`config.mk`:
```
export PLATFORM = sky130hd
export DESIGN_NAME = bsr_seg_chain
export DESIGN_NICKNAME = d
export VERILOG_FILES = /design/src/rtl/bsr_seg_chain.sv
export SDC_FILE = /design/constraint.sdc
export NUM_CORES = 1
export LEC_CHECK = 0
export CAP_MARGIN = 25
export CORE_MARGIN = 2
export CORE_UTILIZATION = 40
export DETAILED_ROUTE_END_ITERATION = 7
export HOLD_SLACK_MARGIN = 0.08
export PLACE_DENSITY = 0.69
export SLEW_MARGIN = 20
export SYNTH_ARGS = -nofsm -noshare
export SYNTH_HDL_FRONTEND = slang
export SYNTH_SLANG_ARGS = --single-unit
```
`constraint.sdc`:
```
create_clock -name ICLK -period 2.7 [get_ports ICLK]
set_clock_uncertainty 0.05 [all_clocks]
set_input_delay 0.54 -clock ICLK [delete_from_list [all_inputs] [get_ports ICLK]]
set_output_delay 0.54 -clock ICLK [all_outputs]
set_load 0.02 [all_outputs]
```
`src/rtl/bsr_seg_chain.sv`:
```
// Segmented boundary-scan data register with per-segment bypass, shift counter and live chain length.
// Define BSR_PARITY_EN to enable even-parity checking of the shifted stream before update.
module bsr_seg_chain #(
  parameter int NUM_SEG   = 4,
  parameter int SEG_WIDTH = 8,
  parameter int CNT_W     = 16,
  localparam int W        = NUM_SEG * SEG_WIDTH,
  localparam int LEN_W    = $clog2(W + 1)
) (
  input  logic               ICLK,
  input  logic               rst,
  input  logic [W-1:0]       p_data_in,
  output logic [W-1:0]       p_data_out,
  input  logic               s_data_in,
  output logic               s_data_out,
  input  logic               mode,
  input  logic               capture_dr,
  input  logic               shift_dr,
  input  logic               update_dr,
  input  logic [NUM_SEG-1:0] seg_bypass,
  output logic [LEN_W-1:0]   chain_len,
  output logic [CNT_W-1:0]   bit_cnt,
  output logic               parity_err
);

  logic [W-1:0]       r_shift;
  logic [W-1:0]       r_upd;
  logic [NUM_SEG-1:0] r_byp_ff;
  logic [NUM_SEG-1:0] r_byp_lat;
  logic [CNT_W-1:0]   r_bit_cnt;
  logic [LEN_W-1:0]   r_chain_len;

  logic [NUM_SEG-1:0] w_seg_out;
  logic [NUM_SEG:0]   w_chain;
  logic [W:0]         w_ext;
  logic [W-1:0]       w_shift_nxt;
  logic [NUM_SEG-1:0] w_byp_nxt;
  logic [W-1:0]       w_upd_nxt;
  logic [LEN_W-1:0]   w_len_nxt;
  logic               w_upd_ok;

  // Serial output of each segment: its bypass flop when bypassed, else its LSB cell.
  always_comb begin
    w_seg_out = '0;
    for (int k = 0; k < NUM_SEG; k++) begin
      if (r_byp_lat[k]) begin
        w_seg_out[k] = r_byp_ff[k];
      end else begin
        w_seg_out[k] = r_shift[k*SEG_WIDTH];
      end
    end
  end

  // w_chain[k+1] is the serial input feeding segment k.
  assign w_chain = {s_data_in, w_seg_out};
  assign w_ext   = {1'b0, r_shift};

  always_comb begin
    w_shift_nxt = r_shift;
    w_byp_nxt   = r_byp_ff;
    for (int k = 0; k < NUM_SEG; k++) begin
      if (r_byp_lat[k]) begin
        w_byp_nxt[k] = w_chain[k+1];
      end else begin
        for (int b = 0; b < SEG_WIDTH; b++) begin
          if (b == SEG_WIDTH - 1) begin
            w_shift_nxt[k*SEG_WIDTH+b] = w_chain[k+1];
          end else begin
            w_shift_nxt[k*SEG_WIDTH+b] = w_ext[k*SEG_WIDTH+b+1];
          end
        end
      end
    end
  end

  // Bypassed segments keep their previously updated value.
  always_comb begin
    w_upd_nxt = r_upd;
    for (int k = 0; k < NUM_SEG; k++) begin
      if (!r_byp_lat[k]) begin
        w_upd_nxt[k*SEG_WIDTH +: SEG_WIDTH] = r_shift[k*SEG_WIDTH +: SEG_WIDTH];
      end else begin
        w_upd_nxt[k*SEG_WIDTH +: SEG_WIDTH] = r_upd[k*SEG_WIDTH +: SEG_WIDTH];
      end
    end
  end

  always_comb begin
    w_len_nxt = '0;
    for (int k = 0; k < NUM_SEG; k++) begin
      if (seg_bypass[k]) begin
        w_len_nxt = w_len_nxt + LEN_W'(1);
      end else begin
        w_len_nxt = w_len_nxt + LEN_W'(SEG_WIDTH);
      end
    end
  end

  // Capture has priority over shift; update is independent and sees pre-edge state.
  always_ff @(posedge ICLK) begin
    if (rst) begin
      r_shift     <= '0;
      r_upd       <= '0;
      r_byp_ff    <= '0;
      r_byp_lat   <= '0;
      r_bit_cnt   <= '0;
      r_chain_len <= LEN_W'(W);
    end else begin
      if (capture_dr) begin
        r_shift     <= p_data_in;
        r_byp_lat   <= seg_bypass;
        r_byp_ff    <= '0;
        r_bit_cnt   <= '0;
        r_chain_len <= w_len_nxt;
      end else if (shift_dr) begin
        r_shift  <= w_shift_nxt;
        r_byp_ff <= w_byp_nxt;
        if (r_bit_cnt != {CNT_W{1'b1}}) begin
          r_bit_cnt <= r_bit_cnt + CNT_W'(1);
        end
      end
      if (update_dr && w_upd_ok) begin
        r_upd <= w_upd_nxt;
      end
    end
  end

`ifdef BSR_PARITY_EN
  logic r_par;
  logic r_parity_err;

  // An odd running parity at update time blocks the update and flags a sticky error.
  always_ff @(posedge ICLK) begin
    if (rst) begin
      r_par        <= 1'b0;
      r_parity_err <= 1'b0;
    end else begin
      if (capture_dr) begin
        r_par <= 1'b0;
      end else if (shift_dr) begin
        r_par <= r_par ^ s_data_in;
      end
      if (update_dr && r_par) begin
        r_parity_err <= 1'b1;
      end else if (capture_dr) begin
        r_parity_err <= 1'b0;
      end
    end
  end

  assign w_upd_ok   = ~r_par;
  assign parity_err = r_parity_err;
`else
  assign w_upd_ok   = 1'b1;
  assign parity_err = 1'b0;
`endif

  assign p_data_out = mode ? r_upd : p_data_in;
  assign s_data_out = w_seg_out[0];
  assign chain_len  = r_chain_len;
  assign bit_cnt    = r_bit_cnt;

endmodule

```
==> impl_metrics.json, run 1 <==
{
  "die_w_um": 111,
  "dr.pass1.iters": 4,
  "worstHoldEndpoint": "r_upd[13]$_SDFFE_PP0P_",
  "cts_setup_buffers": 0,
  "first_iter_violations": 153,
  "track_usage": 0.169,
  "path_class": "in2out",
  "yosys_warnings": 0,
  "core_mm2": 0.0109,
  "dr_total_vias": 3724,
  "die_area_mm2": 0.0122,
  "synth-seq-cells": 94,
  "syn_nets": 530,
  "status": "finished, final reports clean",
  "vdd_drop_max_v": 0.000255,
  "drive_above_1_share": 0.137,
  "hpwl_um": 7430,
  "viasPerCell": 5.19,
  "setup_violations": 0,
  "synthArstFlopShare": 0,
  "setup_tns_ns": 0,
  "post_drt_wl_per_cell_um": 14.3,
  "grt_max_degree": 39,
  "areaGrowthSynthToFinish_pct": 30.2,
  "diodes": 0,
  "ys_seq_area_frac": 0.415,
  "crit_path_start_kind": "primary input",
  "end_kind": "primary output",
  "finish.utilization": 0.541,
  "initial_core_util": 0.415,
  "critical_path_buf_inv_count": 3,
  "drcViolationCount": 0,
  "path_clk_slew_ns": 0.06,
  "worstPathRequired_ns": 2.11,
  "clock_latency_ns": 0.34,
  "drv_cap": 0,
  "cts_root_buf": "clkbuf_16",
  "slowest_delay_ns": 0.53,
  "cts_resized": 32,
  "r2r_end": "bit_cnt[2]$_SDFFE_PP0P_",
  "grt_pass1_vias": 3615,
  "final_nets": 623,
  "leakage_nw": 2.49,
  "hp-start": "r_upd[13]$_SDFFE_PP0P_",
  "fin_crit_ns": 2.54,
  "place.gp.congestion": 0.788,
  "r2r_cells": 5,
  "rows": 38,
  "port_buffers": 97,
  "grt_first_pass_wirelength_um": 17200,
  "synth_area_mm2": 0.00454,
  "worst_slew_pin_slew_ns": 0.618,
  "finalCritPeriodShare": 0.940,
  "numCtsBuffers": 9,
  "crit_fanout": 24,
  "io_pins": 99,
  "cts_htree_levels": 3,
  "die_h_um": 111,
  "path_delay_family": "buffers and inverters",
  "crit_chain": "clkdlybuf4s50_1 -> buf_12 -> mux2_2 -> dlygate4sd2_1",
  "hold_violations": 0,
  "maxSlewViolCount": 0,
  "antenna_found_initial": 0,
  "hold_depth": 2,
  "synth_edf_count": 0,
  "rrSetupSlack_ns": 0.93,
  "cts.sinks": 94,
  "cts_tree": "done",
  "rsz0062_at_grt": "false",
  "slew_headroom": 0.588,
  "grt-ovfl-total": 0,
  "ant_nets": 0,
  "synthCells": 479,
  "fmax_ghz": 0.394,
  "min_path_type": "reg2reg",
  "powerDensity_mw_per_mm2": 559,
  "ys.flop_type": "dfxtp_1",
  "path_depth": 4,
  "worst_r2r_startpoint": "bit_cnt[0]$_SDFFE_PP0P_",
  "post_synth_num_cell_types": 48,
  "wl_um": 10300,
  "hold_buffers": 0,
  "cp.arrival_ns": 1.95,
  "syn_area_per_cell_um2": 9.48,
  "slowest_stage": "clkdlybuf4s50_1",
  "cts_buffer_depth": 2
}
through the flow:
| stage | instances | hold WS [ns] | power [W] | setup slack, ns | instance area (um^2) |
|---|---|---|---|---|---|
| 3_5_place_dp | 701 | 0.397 | 0.00212 | -0.0606 | 5660 |
| 4_1_cts | 717 | 0.406 | 0.00335 | 0.146 | 5910 |
| 5_1_grt | 717 | 0.428 | 0.00347 | 0.113 | 5910 |
| 3_3_place_gp | 701 | 0.390 | 0.00211 | -0.0411 | 5660 |
| 2_1_floorplan | 479 | 0.383 | 0.00188 | 0.526 | 4540 |
| 6_report | 717 | 0.407 | 0.00331 | 0.162 | 5910 |
layout make-up:
cell class / instances / area, um^2
repair buffers: 116 / 1080
flip-flops and latches: 94 / 1880
multi-input cells: 343 / 2460
well taps: 140 / 175
clock buffers: 11 / 233
clock inverters: 5 / 58.8
inverters: 8 / 30.0
fillers: 1022 / 5020
synthesized netlist by cell type (3+ instances only):
library cell	instances	area share
inv_1	7	0.0058
a211oi_1	33	0.055
and3_1	3	0.0041
buf_1	3	0.0025
nand2_1	33	0.027
a311oi_1	8	0.015
mux2_2	33	0.082
a21oi_1	25	0.028
nor3_1	3	0.0033
dfxtp_1	94	0.41
clkbuf_1	18	0.015
buf_2	7	0.0077
ha_1	7	0.019
o21ai_0	6	0.0066
nand3_1	6	0.0066
or3_1	5	0.0069
mux2i_1	68	0.15
o31ai_1	4	0.0066
nand4_1	4	0.0055
nor2_1	69	0.057
nor2b_1	6	0.0083
buf_6	4	0.0099
layer usage:
metal,wire [um],GRT usage
met5,0,0
met4,110,0.0650
met3,403,0.0329
met2,4800,0.273
met1,4970,0.222
how the worst max path moves through the flow:
stage | start | to | slack (ns)
3_3_place_gp | mode | p_data_out[14] | -0.04
4_1_cts | mode | p_data_out[0] | 0.15
5_1_grt | mode | p_data_out[14] | 0.11
6_report | mode | p_data_out[0] | 0.16
3_5_place_dp | mode | p_data_out[0] | -0.06
2_1_floorplan | seg_bypass[0] | chain_len[5]$_SDFFE_PP1P_ | 0.53
power breakdown:
group	switching (W)	total, W	internal (W)
Sequential	0.0000546	0.00152	0.00146
Clock	0.000528	0.00125	0.000720
Combinational	0.000272	0.000540	0.000268
worst register-to-register path: stages (launching register included):
cell and delay [ns]:
dfxtp_1 0.40, ha_1 0.37, and4_2 0.26, and4_1 0.26, nor2_1 0.08, a311oi_1 0.26
flip-flops by register name, indices dropped and copies added (netlist names):
register   flops
r_upd         32
r_shift       32
chain_len      6
r_byp_lat      4
bit_cnt       16
r_byp_ff       4
cell usage in the layout (no fill, tap or decap), types with 3 or more instances in the layout:
cell              n
dfxtp_1          94
nor2_1           69
mux2i_1          68
clkdlybuf4s50_1  63
nand2_1          33
mux2_2           33
a211oi_1         33
dlygate4sd2_1    32
a21oi_1          25
buf_4            18
clkbuf_16         9
a311oi_1          8
inv_1             7
ha_1              7
o21ai_0           6
nor2b_1           6
nand3_1           6
or3_1             5
nand4_1           4
o31ai_1           4
and3_1            3
nor3_1            3
logic make-up (layout without fill, tap and decap cells):
family,after synthesis,after routing,share of synthesized area
compound gates,87,87,0.133
xor+xnor,2,2,0.00386
fa+ha+maj,8,8,0.0237
buf+inv,42,140,0.0444
flops,94,94,0.415
mux,101,101,0.232
other cells,1,1,0.000826
simple gates,144,144,0.148
Power figures use the tool's default switching activity.
==> run 2: changes to the inputs <==
CAP_MARGIN = default   (was 25)
GPL_ROUTABILITY_DRIVEN = 0   (was default)
SLEW_MARGIN = 10   (was 20)
==> results of run 2 <==
The final DEF is identical to that of run 1; final timing and power are the same.
